File: config.mk
export PLATFORM = sky130hd
export DESIGN_NAME = ads8528_capture
export DESIGN_NICKNAME = d
export VERILOG_FILES = /design/src/rtl/ads8528_capture.sv
export SDC_FILE = /design/constraint.sdc
export NUM_CORES = 1
export LEC_CHECK = 0
export ABC_AREA = 0
export ABC_CLOCK_PERIOD_IN_PS = 2200
export CORE_MARGIN = 8
export CORE_UTILIZATION = 25
export CTS_BUF_LIST = sky130_fd_sc_hd__clkbuf_8
export CTS_CLUSTER_DIAMETER = 50
export DETAILED_ROUTE_END_ITERATION = 8
export PLACE_DENSITY = 0.51
export SYNTH_ARGS = -nofsm -noshare
export SYNTH_HDL_FRONTEND = slang
export SYNTH_SLANG_ARGS = --single-unit
File: constraint.sdc
create_clock -name clk -period 2.2 [get_ports clk]
set_input_delay 0.33 -clock clk [delete_from_list [all_inputs] [get_ports clk]]
set_output_delay 0.33 -clock clk [all_outputs]
set_load 0.05 [all_outputs]
File: src/rtl/ads8528_capture.sv
// ads8528_capture
// Acquisition sequencer for an ADS8528 in parallel-bus, simultaneous-sampling
// mode. A free-running period timer starts a conversion (CONVST pulse). The
// block then waits for BUSY to rise and fall, reads CHANNELS words over the
// CS/RD bus, and pushes each word into the sample FIFO as a one-cycle write.
//
// Ports
//   clk, rst           system clock, synchronous active-low reset
//   enable             run the period timer / accept new conversions
//   clear_flags        one-cycle pulse clearing overrun and timeout
//   adc_busy           raw ADC BUSY pin (synchronized internally)
//   adc_db             ADC parallel data bus
//   adc_convst         conversion start, active high
//   adc_cs_n/adc_rd_n  chip select / read strobe, active low
//   fifo_full          sample FIFO full flag
//   fifo_write         one-cycle FIFO write strobe
//   fifo_data          registered sample, valid with fifo_write
//   overrun, timeout   sticky status flags
//   active             FSM is outside IDLE
//
// state    | meaning
// ---------+----------------------------------------------------------
// IDLE     | waiting for the period trigger
// CONVST   | adc_convst held high for CONVST_CYC cycles
// WAIT_BH  | waiting for synchronized BUSY to rise (bounded)
// WAIT_BL  | waiting for synchronized BUSY to fall (bounded)
// RD_LO    | cs_n=0, rd_n=0 for RD_LOW_CYC cycles; word captured at end
// RD_HI    | cs_n=0, rd_n=1 for RD_HIGH_CYC cycles; FIFO push decided
module ads8528_capture #(
  parameter int CHANNELS     = 8,
  parameter int DATA_WIDTH   = 16,
  parameter int SAMPLE_DIV   = 1000,
  parameter int CONVST_CYC   = 4,
  parameter int RD_LOW_CYC   = 3,
  parameter int RD_HIGH_CYC  = 2,
  parameter int BUSY_TIMEOUT = 255
) (
  input  logic                  clk,
  input  logic                  rst,
  input  logic                  enable,
  input  logic                  clear_flags,
  input  logic                  adc_busy,
  input  logic [DATA_WIDTH-1:0] adc_db,
  output logic                  adc_convst,
  output logic                  adc_cs_n,
  output logic                  adc_rd_n,
  input  logic                  fifo_full,
  output logic                  fifo_write,
  output logic [DATA_WIDTH-1:0] fifo_data,
  output logic                  overrun,
  output logic                  timeout,
  output logic                  active
);

  localparam int TW = $clog2(SAMPLE_DIV);
  localparam int CNT_MAX = (CONVST_CYC > RD_LOW_CYC)
                         ? ((CONVST_CYC > RD_HIGH_CYC) ? CONVST_CYC : RD_HIGH_CYC)
                         : ((RD_LOW_CYC > RD_HIGH_CYC) ? RD_LOW_CYC : RD_HIGH_CYC);
  localparam int CW = $clog2(CNT_MAX + 1);
  localparam int WW = $clog2(BUSY_TIMEOUT + 1);
  localparam int HW = (CHANNELS > 1) ? $clog2(CHANNELS) : 1;

  localparam logic [TW-1:0] TIMER_LAST  = TW'(SAMPLE_DIV - 1);
  localparam logic [CW-1:0] CONVST_LOAD = CW'(CONVST_CYC - 1);
  localparam logic [CW-1:0] RDLO_LOAD   = CW'(RD_LOW_CYC - 1);
  localparam logic [CW-1:0] RDHI_LOAD   = CW'(RD_HIGH_CYC - 1);
  localparam logic [WW-1:0] WAIT_LAST   = WW'(BUSY_TIMEOUT);
  localparam logic [HW-1:0] CH_LAST     = HW'(CHANNELS - 1);

  typedef enum logic [2:0] {
    S_IDLE, S_CONVST, S_WAIT_BH, S_WAIT_BL, S_RD_LO, S_RD_HI
  } state_t;

  state_t                  state_q, state_d;
  logic [TW-1:0]           timer_q, timer_d;
  logic [CW-1:0]           cnt_q, cnt_d;
  logic [WW-1:0]           wait_q, wait_d;
  logic [HW-1:0]           ch_q, ch_d;
  logic                    busy_s1_q, busy_s1_d, busy_s2_q, busy_s2_d;
  logic                    convst_q, convst_d, cs_n_q, cs_n_d, rd_n_q, rd_n_d;
  logic                    write_q, write_d;
  logic [DATA_WIDTH-1:0]   data_q, data_d;
  logic                    overrun_q, overrun_d, timeout_q, timeout_d;
  logic                    active_q, active_d;
  logic                    trigger, set_ovr, set_to;

  always_ff @(posedge clk) begin
    if (!rst) begin
      state_q   <= S_IDLE;
      timer_q   <= '0;
      cnt_q     <= '0;
      wait_q    <= '0;
      ch_q      <= '0;
      busy_s1_q <= 1'b0;
      busy_s2_q <= 1'b0;
      convst_q  <= 1'b0;
      cs_n_q    <= 1'b1;
      rd_n_q    <= 1'b1;
      write_q   <= 1'b0;
      data_q    <= '0;
      overrun_q <= 1'b0;
      timeout_q <= 1'b0;
      active_q  <= 1'b0;
    end else begin
      state_q   <= state_d;
      timer_q   <= timer_d;
      cnt_q     <= cnt_d;
      wait_q    <= wait_d;
      ch_q      <= ch_d;
      busy_s1_q <= busy_s1_d;
      busy_s2_q <= busy_s2_d;
      convst_q  <= convst_d;
      cs_n_q    <= cs_n_d;
      rd_n_q    <= rd_n_d;
      write_q   <= write_d;
      data_q    <= data_d;
      overrun_q <= overrun_d;
      timeout_q <= timeout_d;
      active_q  <= active_d;
    end
  end

  always_comb begin
    state_d   = state_q;
    cnt_d     = cnt_q;
    wait_d    = wait_q;
    ch_d      = ch_q;
    data_d    = data_q;
    write_d   = 1'b0;
    set_ovr   = 1'b0;
    set_to    = 1'b0;
    busy_s1_d = adc_busy;
    busy_s2_d = busy_s1_q;

    trigger = enable && (timer_q == TIMER_LAST);
    if (!enable || trigger) timer_d = '0;
    else                    timer_d = timer_q + TW'(1);

    case (state_q)
      S_IDLE: begin
        if (trigger) begin
          state_d = S_CONVST;
          cnt_d   = CONVST_LOAD;
        end
      end
      S_CONVST: begin
        if (cnt_q == '0) begin
          state_d = S_WAIT_BH;
          wait_d  = '0;
        end else begin
          cnt_d = cnt_q - CW'(1);
        end
      end
      S_WAIT_BH: begin
        if (busy_s2_q) begin
          state_d = S_WAIT_BL;
          wait_d  = '0;
        end else if (wait_q == WAIT_LAST) begin
          set_to  = 1'b1;
          state_d = S_IDLE;
          wait_d  = '0;
        end else begin
          wait_d = wait_q + WW'(1);
        end
      end
      S_WAIT_BL: begin
        if (!busy_s2_q) begin
          state_d = S_RD_LO;
          ch_d    = '0;
          cnt_d   = RDLO_LOAD;
          wait_d  = '0;
        end else if (wait_q == WAIT_LAST) begin
          set_to  = 1'b1;
          state_d = S_IDLE;
          wait_d  = '0;
        end else begin
          wait_d = wait_q + WW'(1);
        end
      end
      S_RD_LO: begin
        if (cnt_q == '0) begin
          data_d  = adc_db;
          state_d = S_RD_HI;
          cnt_d   = RDHI_LOAD;
        end else begin
          cnt_d = cnt_q - CW'(1);
        end
      end
      S_RD_HI: begin
        // fifo_full is judged in the first RD_HI cycle; the registered
        // strobe follows one cycle later while fifo_data still holds the word.
        if (cnt_q == RDHI_LOAD) begin
          if (fifo_full) set_ovr = 1'b1;
          else           write_d = 1'b1;
        end
        if (cnt_q == '0) begin
          if (ch_q == CH_LAST) begin
            state_d = S_IDLE;
          end else begin
            ch_d    = ch_q + HW'(1);
            state_d = S_RD_LO;
            cnt_d   = RDLO_LOAD;
          end
        end else begin
          cnt_d = cnt_q - CW'(1);
        end
      end
      default: state_d = S_IDLE;
    endcase

    // A trigger outside IDLE is a lost sample period.
    if (trigger && (state_q != S_IDLE)) set_ovr = 1'b1;

    overrun_d = set_ovr | (overrun_q & ~clear_flags);
    timeout_d = set_to  | (timeout_q & ~clear_flags);

    // Bus outputs follow the next state so they are registered without lag.
    convst_d = (state_d == S_CONVST);
    cs_n_d   = !((state_d == S_RD_LO) || (state_d == S_RD_HI));
    rd_n_d   = (state_d != S_RD_LO);
    active_d = (state_d != S_IDLE);
  end

  assign adc_convst = convst_q;
  assign adc_cs_n   = cs_n_q;
  assign adc_rd_n   = rd_n_q;
  assign fifo_write = write_q;
  assign fifo_data  = data_q;
  assign overrun    = overrun_q;
  assign timeout    = timeout_q;
  assign active     = active_q;

endmodule
Yosys cells after proc, flatten, opt, wreduce, memory -nomap -nowiden. Index checks and enable logic that the tools add are counted.

Bits in registers: 52. Input port bits: 22. Output and inout bits: 23.

Add/subtract/negate cells: 4. Equality and inequality tests: 20. Muxes and demuxes: 34. Bitwise gates (word level): 6. Reduce and logical (&&, ||, !) cells: 19.

Operators by type and width (count): two-way mux 3 bit (17); two-way mux 8 bit (4); case mux 8 bit (3 select lines) (1); case mux 3 bit (6 select lines) (1); equality test 3 bit (second input constant) (5); case mux 3 bit (5 select lines) (1); != test 2 bit (second input constant) (6); adder 10 x 1 -> 10 bit (second input constant) (1); equality test 10 bit (second input constant) (1); equality test 3 x 1 -> 1 bit (second input constant) (3); nonzero test 3 bit (3); adder 8 x 1 -> 8 bit (second input constant) (1); equality test 8 bit (second input constant) (1); two-way mux 1 bit (8); equality test 3 x 2 -> 1 bit (second input constant) (2); logical NOT 3 bit (2); != test 3 bit (second input constant) (2); case mux 3 bit (2 select lines) (1); AND reduction 5 bit (1); nonzero test 5 bit (1); AND reduction 2 bit (2); AND reduction 4 bit (1); adder 3 x 1 -> 3 bit (second input constant) (1); AND reduction 3 bit (1); other kinds (10) (16).

Depth between registers and ports, before layout.
Word-level depth: 7. Depth in mapped cells: 8. Depth with buffers taken out: 7.

Worst setup path before layout. OpenSTA, ideal clock, no wires.

Path kind: register to register. Start: reg cnt_q[0]. End: reg convst_q, in the netlist adc_convst. Library setup time: 0.116 ns. Arrival time: 1.624 ns. Required time: 2.084 ns. Slack: 0.461 ns. Cell stages (with the launch flop): 8. Buffers on the path: 0. Period minus slack after synthesis: 1.739 ns. Cell sequence: dfxtp_1 > inv_1 > ha_1 > nand2b_1 > a32o_1 > a2111o_1 > and2_1 > and3_1.

Longest elaborated chain between the ends: 4.

RTL lines: start: declaration (line 76) `logic [CW-1:0] cnt_q, cnt_d;`; start signal: assignment (line 107) `cnt_q <= cnt_d;`; logical NOT 3 bit (*) (line 147, 181, 196); two-way mux 3 bit (on tied branches) (line 196, 147, 181); case mux 3 bit (6 select lines) (*) (line 139) `case (state_q)`; equality test 3 x 1 -> 1 bit (*) (line 218) `convst_d = (state_d == S_CONVST);`; end signal: assignment (line 112) `convst_q <= convst_d;`; end: declaration (line 80) `logic convst_q, convst_d, cs_n_q, cs_n_d, rd_n_q, rd_n_d;`.

Mark *: on every way between the ends. The rest lies on a longest branch, timed or not. A chain may end at the register's enable or synchronous reset.

Worst setup path after layout. Same ends and word-level chain as after synthesis.

==> results.sh <==
export IMPL_status="completed"
export IMPL_cts_buffers=5
export IMPL_clock_sinks=52
export IMPL_drc=0
export IMPL_cts_resized_gates=0
export IMPL_synthArstFlopShare_pct=0
export IMPL_cpMaxStageDelayCell="a2111o_1"
export IMPL_tightest_slew_ps=1030
export IMPL_pwr_share_seq_pct=61.1
export IMPL_ant_nets=0
export IMPL_first_pass_iters=4
export IMPL_fin_setup_tns_ps=0
export IMPL_synth_edf_count=0
export IMPL_switching_share_pct=22.1
export IMPL_dpl_cell_area_mm2=0.00286
export IMPL_period_share_pct=85.2
export IMPL_port_buffers=44
export IMPL_fin_nets=351
export IMPL_core_rowCount=35
export IMPL_coreArea_mm2=0.00906
export IMPL_ios=45
export IMPL_period_needed_ps=1870
export IMPL_cp_start_kind="register"
export IMPL_place_ws_ps=259
export IMPL_syn_inst=276
export IMPL_crit_buf_inv=1
export IMPL_clock_latency_ps=300
export IMPL_clock_path_buffers=2
export IMPL_cts_tree="built"
export IMPL_syn_area_mm2=0.00230
export IMPL_gr_max_usage_layer="met2"
export IMPL_internal_power_mw=1.21
export IMPL_routedWlPerCell_um=12.2
export IMPL_die_w_um=112
export IMPL_fp_dieH_um=112
export IMPL_crit_family="compound AO/OA/AOI/OAI gates"
export IMPL_final_util_pct=32.5
export IMPL_grt_use_met1_pct=9.60
export IMPL_pwr_share_clk_pct=34.7
export IMPL_synthFlopType="dfxtp_1"
export IMPL_timing_hold_ws_ps=442
export IMPL_hold_buffers=0
export IMPL_grt_max_degree=26
export IMPL_hold_viol_final=0
export IMPL_ir_worst_vdd_v=0.000249
export IMPL_worstPathArrival_ps=2080
export IMPL_ys_warn_count=0
export IMPL_end_kind="register"
export IMPL_p_leak_nw=1.02
export IMPL_grtUsageTotal_pct=8.60
export IMPL_gp_congestion=0.858
export IMPL_switching_power_mw=0.342
export IMPL_path_class="reg2reg"
export IMPL_postCtsSetupRepairBufs=0
export IMPL_grt_pass1_vias=1918
export IMPL_synth_avg_cell_area_um2=8.33
export IMPL_combPwrFrac_pct=4.2
export IMPL_overflow=0
export IMPL_slew_violations=0
export IMPL_setup_slack_ps=326
export IMPL_vias=1969
export IMPL_grt_met2_usage_pct=15.2
export IMPL_route_final_wire_length_mm=5.28
export IMPL_synth_nets=305
export IMPL_cts_root_buf="clkbuf_8"
export IMPL_finalInstanceArea_mm2=0.00295
export IMPL_worst_clock_skew_ps=5.69
export IMPL_die_area_mm2=0.0125
export IMPL_cp_required_ps=2400
export IMPL_fmax_ghz=0.534
export IMPL_relSlewSlack_pct=30.4
export IMPL_htree_levels=2
export IMPL_yosys_register_bits=52
export IMPL_vias_per_cell=4.54
export IMPL_drive_above_1_share_pct=5.57
export IMPL_synth_cell_types=47
export IMPL_fin_cells=434
export IMPL_grt_pass1_wl_mm=8.92
export IMPL_rsz0062_at_grt="false"
export IMPL_fill_cells=943
export IMPL_synthToLayoutAreaGrowth_pct=28.3
export IMPL_dp_cells=426
export IMPL_holdCritPathClass="reg2reg"
export IMPL_cap_viol_max_count=0
export IMPL_setup_viol=0
export IMPL_finalPower_mw=1.55
export IMPL_insertedDiodeCount=0
export IMPL_clkTransAtPathRegs_ps=100
export IMPL_yosysSeqAreaShare_pct=45.3
export IMPL_worst_path_max_fanout=7
export IMPL_path_cells="inv_1 -> ha_1 -> nand2b_1 -> a32o_1 -> a2111o_1 -> and2_1 -> and3_1"
export IMPL_use_met3_pct=2.49
export IMPL_dp_hpwl_mm=3.96
export IMPL_drt_iter0_drc=131
export IMPL_grt_antenna_before_repair=0
export IMPL_critical_path_max_stage_delay_ps=350
export IMPL_powerDensity_mw_per_mm2=525
export IMPL_initial_core_util_pct=25.4
[kinds of logic after synthesis]
group | after synthesis | share of synthesized area, %
AND/OR/NAND/NOR | 125 | 26.6
adder cells (fa/ha/maj) | 7 | 3.81
buffers and inverters | 23 | 4.90
flip-flops | 52 | 45.3
multiplexers | 1 | 0.436
XOR/XNOR | 8 | 3.05
AO/OA/AOI/OAI | 60 | 15.9
[synth_stat cells (5+ instances only)]
cell	count	area share (%)
dfxtp_1	52	45
nand2_1	45	7.3
a21oi_1	32	7.0
nor2_1	28	4.6
inv_1	10	1.6
o21ai_0	9	2.0
clkbuf_1	8	1.3
nand3_1	8	1.7
ha_1	7	3.8
nor2b_1	7	1.9
and3_1	6	1.6
nor3_1	6	1.3
xnor2_1	5	1.9
[registers in the layout, summed over array words and instances, names as in the netlist]
| name | flops |
|---|---|
| active | 1 |
| adc_convst | 1 |
| adc_cs_n | 1 |
| adc_rd_n | 1 |
| busy_s1_q | 1 |
| busy_s2_q | 1 |
| ch_q | 3 |
| cnt_q | 3 |
| fifo_data | 16 |
| fifo_write | 1 |
| overrun | 1 |
| state_q | 3 |
| timeout | 1 |
| timer_q | 10 |
| wait_q | 8 |
[worst paths after layout]
| path | from | to | slack (ps) | cells past startpoint |
|---|---|---|---|---|
| min reg2reg | busy_s1_q | busy_s2_q | 440 | 1 |
| min | busy_s1_q | busy_s2_q | 440 | 1 |
| max | cnt_q[0] | adc_convst | 330 | 7 |
| max reg2reg | cnt_q[0] | adc_convst | 330 | 7 |
[power by group through the flow]
stage	logic (mW)	clock network [mW]	registers (mW)
floorplan	0.0185	0	0.968
global placement	0.0669	0	0.968
detailed placement	0.0667	0	0.969
CTS	0.0669	0.573	0.947
global route	0.0729	0.607	0.947
finish	0.0653	0.537	0.946
[worst register-to-register path, cell delays in order (launching register included)]
cell and delay (ps):
dfxtp_1 330, inv_1 90, ha_1 190, nand2b_1 170, a32o_1 300, a2111o_1 350
and2_1 170, and3_1 170
[layout by cell type, fill, tap and decap left out, types with 6 or more instances in the layout]
master,count
buf_4,7
nand3_1,8
inv_1,11
nand2_1,45
dfxtp_1,52
o21ai_0,9
clkdlybuf4s50_1,44
and3_1,6
ha_1,7
a21oi_1,32
nor2_1,28
nor2b_1,7
nor3_1,6
[layer usage]
metal	vias up	share of wire (%)
met3	9	3.7
met5	-	0
li1	1038	-
met1	895	44
met4	0	1.7
met2	27	50
[layout make-up]
class                      instances  area, um^2  area share, %
timing repair buffer              51         493           16.7
multi-input combinational        201        1140           38.8
clock inverter                     3        20.0          0.679
inverter                          11        41.3           1.40
clock buffer                       5        68.8           2.33
tap                              111         139           4.71
sequential                        52        1040           35.3
Note: power is estimated with default switching activity, not from simulation.
